## src/rtl/bus_arbiter_pkg.sv

```systemverilog
// Shared types for bus_arbiter: FSM state, requester ids and the
// requester count. Optional feature macro: BUS_ARBITER_ROUND_ROBIN_EN.
package bus_arbiter_pkg;

    typedef enum logic [1:0] {
        IDLE = 2'd0,
        REQ  = 2'd1,
        RESP = 2'd2
    } state_t;

    typedef enum logic [1:0] {
        IR = 2'd0,
        DR = 2'd1,
        DW = 2'd2
    } req_id_t;

    localparam int unsigned NUM_REQ = 3;

    // Encode a one-hot grant vector as a requester id (IR when empty)
    function automatic req_id_t onehot_to_id(input logic [NUM_REQ-1:0] oh);
        req_id_t id;
        id = IR;
        if (oh[DW]) begin
            id = DW;
        end else if (oh[DR]) begin
            id = DR;
        end
        return id;
    endfunction

endpackage

```

## src/rtl/arb_picker.sv

```systemverilog
// Combinational winner selection for bus_arbiter.
// BUS_ARBITER_ROUND_ROBIN_EN defined: round-robin starting one past ptr.
// Undefined: fixed priority DW > DR > IR, ptr ignored.
module arb_picker
    import bus_arbiter_pkg::*;
(
    input  logic [NUM_REQ-1:0] req,
    input  req_id_t            ptr,
    output logic [NUM_REQ-1:0] grant
);

`ifdef BUS_ARBITER_ROUND_ROBIN_EN
    logic       found;
    logic [1:0] idx;

    // Scan requesters starting one past the previous winner, wrapping mod 3
    always_comb begin
        grant = '0;
        found = 1'b0;
        idx   = 2'd0;
        for (int unsigned k = 1; k <= NUM_REQ; k++) begin
            idx = 2'((32'(ptr) + k) % NUM_REQ);
            if (!found && req[idx]) begin
                grant[idx] = 1'b1;
                found      = 1'b1;
            end
        end
    end
`else
    logic unused_ptr;
    assign unused_ptr = ^ptr;

    // Fixed priority: data write first, then data read, then instruction read
    always_comb begin
        grant = '0;
        if (req[DW]) begin
            grant[DW] = 1'b1;
        end else if (req[DR]) begin
            grant[DR] = 1'b1;
        end else if (req[IR]) begin
            grant[IR] = 1'b1;
        end
    end
`endif

endmodule

```

## src/rtl/bus_arbiter.sv

```systemverilog
// Shares one memory request/response port between the CPU's instruction
// read, data read and data write channels; one transaction in flight.
// Optional feature macro: BUS_ARBITER_ROUND_ROBIN_EN (round-robin picking
// instead of fixed DW > DR > IR priority).
module bus_arbiter
    import bus_arbiter_pkg::*;
#(
    parameter int ADDR_WIDTH = 32,
    parameter int DATA_WIDTH = 32,
    parameter int STRB_WIDTH = DATA_WIDTH / 8,
    parameter int RESP_WIDTH = 1
) (
    input  logic                  clk,
    input  logic                  rst,

    input  logic                  ir_addr_valid,
    output logic                  ir_addr_ready,
    input  logic [ADDR_WIDTH-1:0] ir_addr,
    output logic                  ir_data_valid,
    input  logic                  ir_data_ready,
    output logic [DATA_WIDTH-1:0] ir_data,

    input  logic                  dr_addr_valid,
    output logic                  dr_addr_ready,
    input  logic [ADDR_WIDTH-1:0] dr_addr,
    output logic                  dr_data_valid,
    input  logic                  dr_data_ready,
    output logic [DATA_WIDTH-1:0] dr_data,

    input  logic                  dw_data_addr_valid,
    output logic                  dw_data_addr_ready,
    input  logic [DATA_WIDTH-1:0] dw_data,
    input  logic [ADDR_WIDTH-1:0] dw_addr,
    input  logic [STRB_WIDTH-1:0] dw_strobe,
    output logic                  dw_resp_valid,
    input  logic                  dw_resp_ready,
    output logic [RESP_WIDTH-1:0] dw_resp,

    output logic                  m_req_valid,
    input  logic                  m_req_ready,
    output logic [ADDR_WIDTH-1:0] m_req_addr,
    output logic                  m_req_we,
    output logic [DATA_WIDTH-1:0] m_req_wdata,
    output logic [STRB_WIDTH-1:0] m_req_strobe,

    input  logic                  m_rsp_valid,
    output logic                  m_rsp_ready,
    input  logic [DATA_WIDTH-1:0] m_rsp_rdata,
    input  logic [RESP_WIDTH-1:0] m_rsp_resp
);

    state_t             state;
    req_id_t            grant_id;
    req_id_t            pick_ptr;
    logic [NUM_REQ-1:0] req_vec;
    logic [NUM_REQ-1:0] pick;
    logic [NUM_REQ-1:0] accept;
    logic               grant_rsp_ready;
    logic               in_resp;

`ifdef BUS_ARBITER_ROUND_ROBIN_EN
    req_id_t            last_grant;
    assign pick_ptr = last_grant;
`else
    assign pick_ptr = DW;
`endif

    assign req_vec = {dw_data_addr_valid, dr_addr_valid, ir_addr_valid};

    arb_picker u_picker (
        .req   (req_vec),
        .ptr   (pick_ptr),
        .grant (pick)
    );

    // Upstream ready is offered only in IDLE and is held low while reset is asserted
    assign accept = (state == IDLE && !rst) ? pick : '0;

    assign ir_addr_ready      = accept[IR];
    assign dr_addr_ready      = accept[DR];
    assign dw_data_addr_ready = accept[DW];

    // Select the granted channel's upstream response ready
    always_comb begin
        grant_rsp_ready = 1'b0;
        case (grant_id)
            IR:      grant_rsp_ready = ir_data_ready;
            DR:      grant_rsp_ready = dr_data_ready;
            DW:      grant_rsp_ready = dw_resp_ready;
            default: grant_rsp_ready = 1'b0;
        endcase
    end

    assign in_resp       = (state == RESP);
    assign m_rsp_ready   = in_resp && grant_rsp_ready;
    assign ir_data_valid = in_resp && (grant_id == IR) && m_rsp_valid;
    assign dr_data_valid = in_resp && (grant_id == DR) && m_rsp_valid;
    assign dw_resp_valid = in_resp && (grant_id == DW) && m_rsp_valid;

    assign ir_data = m_rsp_rdata;
    assign dr_data = m_rsp_rdata;
    assign dw_resp = m_rsp_resp;

    // Transaction FSM: capture the winner in IDLE, replay it in REQ, route the reply in RESP
    always_ff @(posedge clk or posedge rst) begin
        if (rst) begin
            state        <= IDLE;
            grant_id     <= IR;
            m_req_valid  <= 1'b0;
            m_req_addr   <= '0;
            m_req_we     <= 1'b0;
            m_req_wdata  <= '0;
            m_req_strobe <= '0;
`ifdef BUS_ARBITER_ROUND_ROBIN_EN
            last_grant   <= DW;
`endif
        end else begin
            case (state)
                IDLE: begin
                    if (|accept) begin
                        state       <= REQ;
                        m_req_valid <= 1'b1;
                        grant_id    <= onehot_to_id(accept);
`ifdef BUS_ARBITER_ROUND_ROBIN_EN
                        last_grant  <= onehot_to_id(accept);
`endif
                        if (accept[DW]) begin
                            m_req_addr   <= dw_addr;
                            m_req_we     <= 1'b1;
                            m_req_wdata  <= dw_data;
                            m_req_strobe <= dw_strobe;
                        end else begin
                            m_req_addr   <= accept[DR] ? dr_addr : ir_addr;
                            m_req_we     <= 1'b0;
                            m_req_wdata  <= '0;
                            m_req_strobe <= '0;
                        end
                    end
                end
                REQ: begin
                    if (m_req_ready) begin
                        state       <= RESP;
                        m_req_valid <= 1'b0;
                    end
                end
                RESP: begin
                    if (m_rsp_valid && m_rsp_ready) begin
                        state <= IDLE;
                    end
                end
                default: begin
                    state       <= IDLE;
                    m_req_valid <= 1'b0;
                end
            endcase
        end
    end

endmodule

```

## config.mk

```make
export PLATFORM = sky130hd
export DESIGN_NAME = bus_arbiter
export DESIGN_NICKNAME = d
export VERILOG_FILES = /design/src/rtl/bus_arbiter_pkg.sv /design/src/rtl/arb_picker.sv /design/src/rtl/bus_arbiter.sv
export SDC_FILE = /design/constraint.sdc
export NUM_CORES = 1
export LEC_CHECK = 0
export BUFFER_PORTS_ARGS = -buffer_cell sky130_fd_sc_hd__buf_2
export CORE_AREA = 5 5 121 123
export CTS_BUF_LIST = sky130_fd_sc_hd__clkbuf_8
export DETAILED_ROUTE_END_ITERATION = 6
export DIE_AREA = 0 0 126 128
export PLACE_DENSITY = 0.66
export SLEW_MARGIN = 20
export SYNTH_ARGS = -nofsm -noshare
export SYNTH_HDL_FRONTEND = slang
export SYNTH_SLANG_ARGS = --single-unit
```

## constraint.sdc

```tcl
create_clock -name clk -period 3 [get_ports clk]
set_clock_uncertainty 0.15 [all_clocks]
set_input_delay 0.15 -clock clk [delete_from_list [all_inputs] [get_ports clk]]
set_output_delay 0.15 -clock clk [all_outputs]
set_load 0.01 [all_outputs]
```

After elaboration in Yosys (flattened, before gate mapping)
Cells that the tools add are included.
{"block": "totals", "register_bits": 74}
{"block": "classes", "n_mux": 21, "reduce_logical": 16, "bitwise": 1, "n_eq_ne": 7}
{"operator": "two-way mux 32 bit", "n": 3}
{"operator": "two-way mux 2 bit", "n": 5}
{"operator": "logical AND 1 bit", "n": 9}
{"operator": "two-way mux 1 bit", "n": 8}
{"operator": "case mux 1 bit (3 select lines)", "n": 2}
{"operator": "case mux 2 bit (3 select lines)", "n": 1}
{"operator": "AND reduction 3 bit", "n": 2}
{"operator": "equality test 2 x 1 -> 1 bit (second input constant)", "n": 2}
{"operator": "equality test 2 bit (second input constant)", "n": 2}
{"operator": "logical NOT 2 bit", "n": 2}
{"operator": "two-way mux 4 bit", "n": 1}
{"operator": "inequality test 2 x 1 -> 1 bit (second input constant)", "n": 2}
{"operator": "two-way mux 3 bit", "n": 1}
{"operator": "OR reduction 3 bit", "n": 1}
{"operator": "inequality test 2 bit (second input constant)", "n": 1}
{"operator": "AND reduction 2 bit", "n": 1}
{"operator": "logical NOT 1 bit", "n": 1}
{"operator": "inverter 1 bit", "n": 1}

Longest topological paths before layout
{"block": "depth", "depth_word": 7, "ltp_mapped": 7, "depth_no_buf": 3}

Cells and area by module
Synthesis repeated with hierarchy kept, for this count alone.
{"block": "hier_totals", "hier_cells": 407, "area_unflattened_um2": 4393.0}
{"mod": "bus_arbiter", "n_inst": 1, "area_each_um2": 4366.7, "cells_per_inst": 404}
{"mod": "arb_picker", "n_inst": 1, "area_each_um2": 26.3, "cells_per_inst": 3}

Worst setup path before layout
OpenSTA, ideal clock, no wires.
{"block": "synth_path", "path_type": "flip-flop to flip-flop", "start": "reg state[1]", "end": "reg m_req_addr[10]", "synth_period_minus_slack_ns": 1.728, "required_ns": 2.720, "path_buffers": 3, "stages_incl_launch_ff": 7, "setup_slack_ns": 1.272, "t_arrival_ns": 1.448, "path_cell_list": "dfrtp_1 buf_2 nor3_2 buf_2 nor3b_4 buf_4 a221oi_2"}
{"block": "synth_between", "elab_chain_cells": 5, "word_cells_on_any_way": 7, "classes_between": "mux: 3; reduce/logical: 4"}
{"item": "start, declared", "line_no": "bus_arbiter.sv:52", "text": "state_t state;"}
{"item": "start signal, assigned", "line_no": "bus_arbiter.sv:107", "text": "state <= IDLE;"}
{"item": "start signal, assigned", "line_no": "bus_arbiter.sv:121", "text": "state <= REQ;"}
{"item": "start signal, assigned", "line_no": "bus_arbiter.sv:142", "text": "state <= RESP;"}
{"item": "logical NOT 2 bit *", "line_no": "bus_arbiter.sv:77, bus_arbiter.sv:118"}
{"item": "logical AND 1 bit", "line_no": "bus_arbiter.sv:77", "text": "assign accept = (state == IDLE && !rst) ? pick : '0;"}
{"item": "two-way mux 3 bit", "line_no": "bus_arbiter.sv:77"}
{"item": "OR reduction 3 bit / two-way mux 32 bit (equally long branches)", "line_no": "bus_arbiter.sv:120, bus_arbiter.sv:133"}
{"item": "AND reduction 2 bit (no source line) / two-way mux 32 bit (equally long branches)"}
{"item": "end signal, assigned", "line_no": "bus_arbiter.sv:128", "text": "m_req_addr <= dw_addr;"}
{"item": "end signal, assigned", "line_no": "bus_arbiter.sv:133", "text": "m_req_addr <= accept[DR] ? dr_addr : ir_addr;"}
{"item": "end, declared", "line_no": "bus_arbiter.sv:41", "text": "output logic [ADDR_WIDTH-1:0] m_req_addr,"}
Every way passes the cells marked *; elsewhere a longest branch is shown, timed or not.
A chain may end at the register's enable or synchronous reset.

Worst setup path after layout
{"block": "layout_path", "start": "reg state[1]", "end": "reg m_req_addr[20]"}
Same word-level chain as after synthesis.

==> run metrics <==
share of cells above drive strength 1=0.4404; worst setup slack after placement=1.078 ns; RR Endpoint=m_req_addr[20]; vias per inst=4.800; DR pass1 iterations=4; run status=finished clean; buffers added on ports=218; Worst setup startpoint=state[1]; number of buffers created by CTS=9; maximum vdd drop=0.4614 mV; critical path depth in cells=6; Site Rows=43; area of the placeable core=13560 um^2; Wirelength per Cell=16.96 um; power density of the placed cells=786.8 nW/um^2; post-synthesis instance total=440; number of global-route vias before repair=4594; Die Height=128 um; Worst Min Path Start=ir_addr[31]; accumulated negative setup slack=0 ns; cell count of the worst hold path=3; combined global-route utilization of all metal layers=0.1750; first-pass GRT wire length=22660 um; pin count of the biggest net entering global routing=73; antenna violations before repair=0; number of distinct standard cells referenced by the synthesized netlist=30; die area=16130 um^2; required time reported for the critical path endpoint=3.09 ns; fraction of the cycle the final worst path needs=0.9494; clock sink count=73; final worst-path setup slack=0.1517 ns; TritonCTS clock tree=yes; Post-route DRC=0; Rel. slew slack=0.5586; Detail Route Antenna Nets=0; Layout Nets=850; syn nets=615; First DRT Iteration DRCs=201; setup slack on the worst flop-to-flop path=0.15 ns; half-perimeter wire length after detailed placement=9904 um; final instance area=6361 um^2; R2R cell count=6; arrival time of data at the critical path endpoint=2.94 ns; cell area after placement=5206 um^2; number of pins exceeding their max-slew limit in the final report=0; CP max stage cell=dlygate4sd3_1; total number of vias=4123; longest individual stage delay on the worst path=0.59 ns; total number of H-tree levels=3; routability cong.=0.8585; endpoints failing hold=0; global route overflow=0; Most common cell on crit path=dlygate4sd3_1; area overhead of the layout relative to synthesis=41.73%; setup-violating endpoint count in the final report=0; CTS Buffer Depth=2; shortest clock period the worst path allows after layout=2.848 ns; clock transition at the register clock pins on the worst setup and hold paths after CTS=0.08 ns; endpoint class of the critical path=flip-flop; Ant. Diodes=0; sequential-to-total area share from yosys stat=0.4070; launch instance of the worst register-to-register path=state[1]; die width=126 um; capture endpoint of the worst hold path=m_req_addr[31]; cell type group with the largest total delay on the critical path=buffers and inverters; initial standard-cell utilization of the core=0.3310; clock latency on the worst-skew pair=0.35 ns; post-CTS repair timing setup buffer count=0; startpoint class of the critical path=flip-flop; highest attainable clock frequency=0.3511 GHz; RSZ-0062 raised after global routing=false; FF+latch count, synth=73; number of top-level design ports=317; kind of critical path=flip-flop to flip-flop; slew at the pin closest to its max-slew limit=0.6620 ns; leakage power=2.959 nW; worst hold-check path type=primary input to flip-flop; top fanout value on the critical path=32; average footprint of a synthesized cell=10.20 um^2; worst-path cell chain=nor4b_4 > buf_12 > mux2i_1 > dlygate4sd3_1 > a221oi_2 > dlygate4sd3_1; worst path bufs/invs=3; yosys synthesis warning count=0; final routed wirelength across all metal layers=14570 um; Overall Power=5.005 mW; max capacitance violation total=0; clock root cell=clkbuf_8; cell area after synthesis=4488 um^2
## sequential cells by signal, summed over array words and instances (netlist names)
signal / flops
m_req_valid: 1
m_req_addr: 32
grant_id: 1
m_req_strobe: 4
m_req_wdata: 32
state: 2
m_req_we: 1
## final cells by class
type / count / area, um^2
repair buffers: 324 / 2167
flip-flops and latches: 73 / 1827
inverters: 38 / 143.9
fillers: 1257 / 7197
multi-input cells: 229 / 1814
clock inverters: 6 / 60.06
clock buffers: 9 / 123.9
well taps: 180 / 225.2
## synthesized netlist by cell type
cell type   n  area (um^2)
o21ai_2    20        175.2
buf_6      10        112.6
a21oi_1    32        160.2
nor3b_4     1        18.77
nor4b_4     1        23.77
buf_2       4        20.02
nor3_2      1        10.01
mux2i_1    34        340.3
nor3_1      1        5.000
buf_1       1        3.750
nor2b_1    33        206.5
nand2_1     4        15.01
o31ai_1     1        7.510
nor3b_1     2        15.01
a31oi_1     1        6.260
nor2_1      3        11.26
or3_1       1        6.260
a21o_1      1        7.510
nand3_1    37        185.2
nand3b_1    1        7.510
a221oi_2   32        480.5
o2bb2ai_1   1        8.760
and3_1      2        12.51
o21ai_0    18        90.09
and2_1      1        6.260
dfrtp_1    73         1827
clkbuf_1   17        63.81
inv_1      38        142.6
and2_4      1        8.760
buf_4      68        510.5
## what timing repair did
action                                 in CTS  in global routing
hold buffers                               97                  0
endpoints found under the hold margin     104                  0
gates resized for setup                     0                  0
## how the worst max path moves through the flow
stage | to | slack (ns)
4_1_cts | m_req_addr[15] | 0.15
3_3_place_gp | dr_addr_ready | 1.12
3_5_place_dp | m_req_we | 1.08
5_1_grt | m_req_addr[15] | 0.006
2_1_floorplan | grant_id[0] | 0.85
6_report | m_req_addr[20] | 0.15
## tightest hold or removal path, delay by kind of cell
kind / cells / cell delay (ns)
multiplexers: 1 / 0.17
buffers and inverters: 1 / 0.10
AO/OA/AOI/OAI: 1 / 0.08
## cells by family after synthesis
kind of cell,synth area share
AO/OA/AOI/OAI,0.2085
buffers and inverters,0.1901
flip-flops,0.4070
multiplexers,0.07583
AND/OR/NAND/NOR,0.1185
## layout by cell type (no fill, tap or decap), types with 18 or more instances in the layout
master         count
a21oi_1           32
a221oi_2          32
buf_2            218
dfrtp_1           73
dlygate4sd3_1     97
inv_1             37
mux2i_1           34
nand3_1           37
nor2b_1           33
o21ai_0           18
o21ai_2           20
## through the flow
stage            util  hold WS (ns)  instances
2_1_floorplan       -       0.08627        440
3_3_place_gp   0.3840        0.1501        747
3_5_place_dp   0.3840        0.1501        747
4_1_cts        0.4692       0.01089        859
5_1_grt        0.4692       0.01564        859
6_report       0.4692       0.04271        859
## power breakdown
group / leakage, nW / internal [mW] / total [mW] / switching [mW]
Clock: 0.0909 / 0.375 / 0.757 / 0.382
Sequential: 0.874 / 1.47 / 1.79 / 0.322
Combinational: 1.99 / 1.20 / 2.46 / 1.26
Total: 2.96 / 3.04 / 5.01 / 1.96
## per-layer routing
layer	global-route usage	vias to the layer above	wire [um]
met3	0.05917	35	1214
li1	-	1922	-
met2	0.3261	213	7791
met5	0	-	0
met1	0.1819	1953	5244
met4	0.06498	0	314
Note: power is estimated with default switching activity, not from simulation.
